$ cat src/rtl/mod_inv_if.sv
// ----------------------------------------------------------------------------
// mod_inv_if: enable/done handshake bundle for the modular-inverse stage.
// Uses the same level-style handshake as the ModMul/ModAdd stages, so an
// upstream done can drive enable directly.
//   enable : level request, sampled while the inverter is idle
//   a      : operand (field element), latched when the operation starts
//   r      : result a^-1 mod p, 0 on error
//   done   : level, high while r/err are valid
//   err    : high with done when the operand was 0 or >= p
// Modports: master drives enable/a, slave (the inverter) drives r/done/err.
// ----------------------------------------------------------------------------
interface mod_inv_if #(
  parameter int unsigned width = 32
);
  logic             enable;
  logic [width-1:0] a;
  logic [width-1:0] r;
  logic             done;
  logic             err;

  modport master (
    output enable,
    output a,
    input  r,
    input  done,
    input  err
  );

  modport slave (
    input  enable,
    input  a,
    output r,
    output done,
    output err
  );
endinterface

$ cat src/rtl/mod_inv.sv
// ----------------------------------------------------------------------------
// mod_inv: iterative modular inverse r = a^-1 mod p using the binary extended
// Euclidean algorithm, one step per clock.
// Ports:
//   clk   : rising-edge clock
//   reset : asynchronous, active-high; aborts any operation and clears state
//   bus   : mod_inv_if.slave (enable, a in; r, done, err out)
// Flow: IDLE --enable--> RUN (or straight to DONE on an invalid operand)
//       --> DONE (done raised one cycle after entry) --enable low--> IDLE.
// Invariants during RUN: u = a*x1 and v = a*x2 (mod p), u,v > 0, x1,x2 < p.
// ----------------------------------------------------------------------------
module mod_inv #(
  parameter int unsigned p     = 37,
  parameter int unsigned width = 32
) (
  input  logic       clk,
  input  logic       reset,
  mod_inv_if.slave   bus
);

  typedef enum logic [1:0] {
    IDLE,
    RUN,
    DONE
  } state_t;

  localparam logic [width-1:0] p_w   = width'(p);
  localparam logic [width:0]   p_ext = (width+1)'(p);

  state_t           state;
  logic [width-1:0] u;
  logic [width-1:0] v;
  logic [width-1:0] x1;
  logic [width-1:0] x2;
  // Invalid-operand flag; copied to err on the same edge that raises done.
  logic             bad;

  // x/2 mod p. For odd x, x+p is even and needs one extra bit before halving.
  function automatic logic [width-1:0] half_mod(input logic [width-1:0] x);
    logic [width:0] s;
    s = x[0] ? ({1'b0, x} + p_ext) : {1'b0, x};
    return width'(s >> 1);
  endfunction

  // (x - y) mod p for x, y < p; the wrap case adds p first in width+1 bits.
  function automatic logic [width-1:0] sub_mod(input logic [width-1:0] x,
                                               input logic [width-1:0] y);
    logic [width:0] s;
    if (x >= y) s = {1'b0, x} - {1'b0, y};
    else        s = {1'b0, x} + p_ext - {1'b0, y};
    return width'(s);
  endfunction

  // NOTE: all state, including the u/v/x1/x2 datapath, is reset so that an
  // abort leaves no stale values behind; sequential state uses non-blocking
  // assignments so every register updates from the same pre-edge values.
  always_ff @(posedge clk or posedge reset) begin
    if (reset) begin
      state    <= IDLE;
      u        <= '0;
      v        <= '0;
      x1       <= '0;
      x2       <= '0;
      bad      <= 1'b0;
      bus.r    <= '0;
      bus.done <= 1'b0;
      bus.err  <= 1'b0;
    end else begin
      case (state)
        IDLE: begin
          if (bus.enable) begin
            if (bus.a == '0 || bus.a >= p_w) begin
              bad   <= 1'b1;
              bus.r <= '0;
              state <= DONE;
            end else begin
              u     <= bus.a;
              v     <= p_w;
              x1    <= width'(1);
              x2    <= '0;
              bad   <= 1'b0;
              state <= RUN;
            end
          end
        end

        RUN: begin
          // Priority order matters: termination tests before reductions.
          if (u == width'(1)) begin
            bus.r <= x1;
            state <= DONE;
          end else if (v == width'(1)) begin
            bus.r <= x2;
            state <= DONE;
          end else if (!u[0]) begin
            u  <= u >> 1;
            x1 <= half_mod(x1);
          end else if (!v[0]) begin
            v  <= v >> 1;
            x2 <= half_mod(x2);
          end else if (u >= v) begin
            u  <= u - v;
            x1 <= sub_mod(x1, x2);
          end else begin
            v  <= v - u;
            x2 <= sub_mod(x2, x1);
          end
        end

        DONE: begin
          // done is raised on the first DONE cycle regardless of enable, so a
          // completed result is always visible for at least one cycle.
          if (!bus.done) begin
            bus.done <= 1'b1;
            bus.err  <= bad;
          end else if (!bus.enable) begin
            bus.done <= 1'b0;
            bus.err  <= 1'b0;
            state    <= IDLE;
          end
        end

        default: state <= IDLE;
      endcase
    end
  end

endmodule
$ cat src/flat_wrapper.sv
// flat-port wrapper written by rule: the top's interface ports become plain ports
module mod_inv_flat 
#(
  parameter int unsigned p     = 37,
  parameter int unsigned width = 32
)
  (clk, reset, bus_enable, bus_a, bus_r, bus_done, bus_err);
  mod_inv_if #(.width(width)) bus_i ();
  input  logic clk;
  input  logic reset;
  input wire logic [$bits(bus_i.enable)-1:0] bus_enable;
  input wire logic [$bits(bus_i.a)-1:0] bus_a;
  output wire logic [$bits(bus_i.r)-1:0] bus_r;
  output wire logic [$bits(bus_i.done)-1:0] bus_done;
  output wire logic [$bits(bus_i.err)-1:0] bus_err;
  assign bus_i.enable = bus_enable;
  assign bus_i.a = bus_a;
  assign bus_r = bus_i.r;
  assign bus_done = bus_i.done;
  assign bus_err = bus_i.err;
  mod_inv #(.p(p), .width(width)) u_core (.clk(clk), .reset(reset), .bus(bus_i));
endmodule
$ cat config.mk
export PLATFORM = sky130hd
export DESIGN_NAME = mod_inv_flat
export DESIGN_NICKNAME = d
export VERILOG_FILES = /design/src/rtl/mod_inv_if.sv /design/src/rtl/mod_inv.sv /design/src/flat_wrapper.sv
export SDC_FILE = /design/constraint.sdc
export NUM_CORES = 1
export LEC_CHECK = 0
export ABC_AREA = 1
export CAP_MARGIN = 25
export CORE_ASPECT_RATIO = 0.8
export CORE_MARGIN = 5
export CORE_UTILIZATION = 50
export CTS_CLUSTER_SIZE = 16
export DETAILED_ROUTE_END_ITERATION = 8
export PLACE_DENSITY = 0.77
export SLEW_MARGIN = 20
export SYNTH_ARGS = -nofsm -noshare
export SYNTH_HDL_FRONTEND = slang
export SYNTH_SLANG_ARGS = --single-unit
$ cat constraint.sdc
create_clock -name clk -period 5.1 [get_ports clk]
set_input_delay 1.02 -clock clk [delete_from_list [all_inputs] [get_ports clk]]
set_output_delay 1.02 -clock clk [all_outputs]
set_load 0.01 [all_outputs]
# Word level (Yosys, flattened, before mapping)
# Cells that the tools add are included.
# W data, S select, Z words.
# word_totals
regBits	165
output_inout_bits	34
# op_classes
n_addsub	8
n_lt_le_gt_ge	4
eq_ne	17
n_mux	53
n_reduce_logical	12
# op_table
operator	n
$mux W32	34
$pmux W32 S2	5
$sub A32 B32 Y32	6
$ge A32 B32 Y1	3
$add A32 B6 Y33 const B	2
$mux W33	2
$eq A32 B1 Y1 const B	2
$ge A32 B6 Y1 const B	1
$logic_not A32 Y1	1
$reduce_and A7 Y1	2
$mux W2	6
$ne A2 B2 Y1 const B	6
$ne A3 B3 Y1 const B	3
$reduce_and A4 Y1	2
$ne A2 B1 Y1 const B	3
$pmux W2 S3	1
$reduce_and A6 Y1	1
$mux W1	5
$reduce_and A5 Y1	1
$reduce_and A2 Y1	2
$ne A3 B1 Y1 const B	1
$eq A2 B1 Y1 const B	1
$eq A2 B2 Y1 const B	1
$logic_not A2 Y1	1
other kinds (2)	2

# Logic depth before layout (Yosys ltp)
# depth
word_depth	9
ltp_mapped	26

# Worst setup path before layout
# No wires, ideal clock.
# synth_path
path_kind	flip-flop to flip-flop
from	register u_core.x2[1]
to	register u_core.x2[29]
setup_ps	116
arrival_time_ps	2811
path_slack_ps	2172
path_stages_with_launch	21
path_buffers	0
synth_period_minus_slack_ps	2928
cell_sequence	dfrtp_1 -> ha_1 -> nor2_1 -> o21ai_0 -> nand3_1 -> nor2_1 -> nand2_1 -> xor2_1 -> inv_1 -> ha_1 -> nand2_1 -> nor2_1 -> inv_1 -> nor3_1 -> nand2_1 -> nand3_1 -> nand3_1 -> nand2_1 -> nand2_1 -> nand2_1 -> nand2_1
# synth_between
elab_chain_len	9
elab_cells_between_ends	12
# synth_lines
item	line_no	rtl
start, declared	mod_inv.sv:34	logic [width-1:0] x2;
start signal, assigned	mod_inv.sv:100	x2 <= half_mod(x2);
start signal, assigned	mod_inv.sv:106	x2 <= sub_mod(x2, x1);
$add A32 B6 Y33	mod_inv.sv:41	s = x[0] ? ({1'b0, x} + p_ext) : {1'b0, x};
$sub A32 B32 Y32	mod_inv.sv:50	else s = {1'b0, x} + p_ext - {1'b0, y};
$mux W32	mod_inv.sv:49	if (x >= y) s = {1'b0, x} - {1'b0, y};
$mux W32	mod_inv.sv:101	end else if (u >= v) begin
$mux W32 *	mod_inv.sv:98	end else if (!v[0]) begin
$mux W32 *	mod_inv.sv:95	end else if (!u[0]) begin
$mux W32 *	mod_inv.sv:92	end else if (v == width'(1)) begin
$mux W32 *	mod_inv.sv:89	if (u == width'(1)) begin
$pmux W32 S2 *	mod_inv.sv:69	case (state)
# Mark *: on every way between the ends. The rest lies on a longest branch, timed or not. The select of a mux whose other input is x is not followed.
# A chain may end at the register's enable or synchronous reset.

# Worst setup path after layout
# layout_path
from	register u_core.x1[2]
to	register u_core.x1[14]
# layout_between
elab_chain_len	9
elab_cells_between_ends	12
# layout_lines
item	line_no	rtl
start, declared	mod_inv.sv:33	logic [width-1:0] x1;
start signal, assigned	mod_inv.sv:79	x1 <= width'(1);
start signal, assigned	mod_inv.sv:97	x1 <= half_mod(x1);
start signal, assigned	mod_inv.sv:103	x1 <= sub_mod(x1, x2);
$add A32 B6 Y33	mod_inv.sv:41	
$sub A32 B32 Y32	mod_inv.sv:50	
$mux W32	mod_inv.sv:49	
$mux W32	mod_inv.sv:101	
$mux W32	mod_inv.sv:98	
$mux W32 *	mod_inv.sv:95	
$mux W32 *	mod_inv.sv:92	
$mux W32 *	mod_inv.sv:89	
$pmux W32 S2 *	mod_inv.sv:69	
# Marked as above.

==> results.toml <==
[clock_tree]
clk_path_buf_depth = 2
cts_setup_buffers = 0
cts_root_buffer = "clkbuf_16"
htreeDepth = 4
clk_latency_ps = 480
cts_made_buffers = 17
cts_tree = "yes"
path_clk_slew_ps = 90
postCtsHoldBufs = 0
clock_sinks = 165
ctsResizeCount = 0

[sta]
finalCritPeriodShare = 0.878
fin_crit_ps = 4480
hold_slack_ps = 484
worst_pin_slew_ps = 1100
fmax_mhz = 223
hold_viol = 0
finalSetupViolations = 0
rsz0062_at_grt = "no"
fin_skew_ps = 17.4
final-max-slew-violation-count = 0
slew-limit-headroom = 0.259
setup_tns_ps = 0
worst_slack_ps = 624

[hold_path]
hold_path.class = "reg -> reg"

[placement]
place.gp.congestion = 1.11
dp_hpwl_um = 92300
io_buffers = 68
pre_cts_ws_ps = 524

[grt]
grt_pass1_vias = 25852
gr-total-overflow = 0
antenna_found_initial = 1
grt_pass1_wl_um = 166000
grt_usage = 0.407
grt_max_degree = 139

[synth]
synthMuxAreaShare = 0
synth-simple-area-share = 0.429
netlist_area_um2 = 24500
yosysWarnings = 0
synth_cells = 4408
ys.flop_type = "dfrtp_1"
synth_compound_area_frac = 0.131
synth_cell_types = 49
synthAdderAreaFrac = 0.102
synthesis.nets = 4639
synth_top_family_by_area = "simple AND/OR/NAND/NOR gates"
async_flop_share = 1.00
synth_edf_count = 0
synth_xor_area_frac = 0.0421
ys_seq_elements = 165
avgSynthCellArea_um2 = 5.57
seq_area_frac_synth = 0.168

[route]
wl_um = 114000
dr.first_iter.drc_count = 4764
vias = 29622
dr.pass1.iters = 7
drtAntennaViolNets = 0
drc = 0
routed_via_density = 5.86
avgRoutedWirePerCell_um = 22.6

[critical_path]
end_kind = "flop"
arrival_ps = 4810
crit_path_cell_trace = "inv_1, nand2_1, nand2_1, nand2_1, nand2_1, nor2_1, buf_4, nand2_1, xor2_1, ha_1, nand2_1, nor2_1, a21oi_1, nand2_1, xnor2_1, nand2_1, nand3_1, nand2_1, nand2_1, o21ai_0"
critical_path_buf_inv_count = 2
cp_max_fo = 6
regToRegSetupSlack_ps = 620
cpMostUsedCell = "nand2_1"
path_delay_family = "simple AND/OR/NAND/NOR gates"
worstPathRequired_ps = 5440
start_kind = "flop"
critPathMaxStageDelay_ps = 570
worstSetupPathType = "reg -> reg"
critical_path.slowest_cell = "nor2_1"

[pwr]
comb_power_share = 0.026
p_per_area_nw_per_um2 = 104
leakagePower_nw = 14.6
pwr-share-clk = 0.499
seqPwrFrac = 0.475
ir_worst_vdd_mv = 0.222
p_int_mw = 2.00
switching_share = 0.274
p_sw_uw = 753

[die]
start_util = 0.506
io_pins = 69
dieArea_um2 = 53600
num_rows = 72
design.core.area_um2 = 48500
die_h_um = 208
die_w_um = 258

[cells_and_area]
layout_commonest_cell = "nand2_1"
final_cell_mix = "nand2_1, inv_1, nor2_1"
fin_nets = 4644
syn_to_final_growth_pct = 7.25
diodes = 0
fin_util = 0.543
drive_above_1_share = 0.0316

[outcome]
status = "completed"

[flow_run]
cap_violations = 0
-- cell usage after synthesis (all sizes together) (16+ instances only) --
cell,number,share of area
ha,190,0.097
a21oi,256,0.053
a22oi,31,0.0095
nand4,57,0.015
buf,75,0.019
nor3,47,0.0096
xnor2,29,0.010
o21ai,209,0.043
xor2,89,0.032
inv,656,0.10
nand3,342,0.071
clkbuf,52,0.0081
a211oi,32,0.0098
o211ai,16,0.0049
o21bai,23,0.0070
nor2,411,0.065
nand2,1673,0.26
dfrtp,165,0.17
-- state kept, by name (all words and copies together), names as in the netlist --
name	cells
u_core.bus.err	1
u_core.bad	1
u_core.u	32
u_core.bus.done	1
u_core.v	32
u_core.state	2
u_core.bus.r	32
u_core.x1	32
u_core.x2	32
-- path summary, 6_finish.rpt --
kind / start / cells past startpoint / to
max: u_core.x1[2] / 20 / u_core.x1[14]
min: u_core.bus.r[24] / 2 / u_core.bus.r[24]
max reg2reg: u_core.x1[2] / 20 / u_core.x1[14]
min reg2reg: u_core.bus.r[24] / 2 / u_core.bus.r[24]
max in group asynchronous: reset / 3 / u_core.x1[28]
min in group asynchronous: reset / 3 / u_core.u[7]
-- power groups by stage --
stage / clock [mW] / combinational (mW) / sequential (mW)
6_report: 1.37 / 0.0722 / 1.31
5_1_grt: 1.42 / 0.0786 / 1.31
2_1_floorplan: 0 / 0.0232 / 1.33
4_1_cts: 1.37 / 0.0733 / 1.31
3_3_place_gp: 0 / 0.0714 / 1.33
3_5_place_dp: 0 / 0.0729 / 1.33
-- cells by family after synthesis --
group	Yosys count
and+or+nand+nor	2563
buffers and inverters	785
AOI/OAI and AO/OA	581
DFF	165
xor gates and xnor gates	118
adders and majority gates	196
-- area by class of cell --
type	instances	area (um^2)
fillers	5246	22100
multi-input cells	3458	17300
flip-flops and latches	165	4130
inverters	658	2480
repair buffers	113	1040
well taps	629	787
clock buffers	18	439
clock inverters	14	139
-- worst reg2reg max path, delay by kind of cell, from the launching register on --
kind / cells / cell delay [ps]
buffers and inverters: 2 / 330
AND/OR/NAND/NOR: 13 / 2300
adder cells (fa/ha/maj): 1 / 510
XOR/XNOR: 2 / 470
AO/OA/AOI/OAI: 2 / 240
flip-flops: 1 / 460
-- per-layer routing --
metal | vias to the layer above | part of all wire | wire length (um) | global-route usage
met5 | - | 0.00011 | 13 | 0
met4 | 2 | 0.032 | 3610 | 0.123
met3 | 210 | 0.16 | 18700 | 0.171
met2 | 2012 | 0.36 | 41300 | 0.513
met1 | 13496 | 0.44 | 50500 | 0.617
li1 | 13902 | - | - | -
-- stage by stage --
step	instances	instance area, um^2	total power [mW]
global placement	5020	25700	1.40
floorplan	4408	24500	1.36
finish	5055	26300	2.75
global route	5055	26300	2.81
detailed placement	5022	25700	1.41
CTS	5054	26300	2.75
Note: power is estimated with default switching activity, not from simulation.
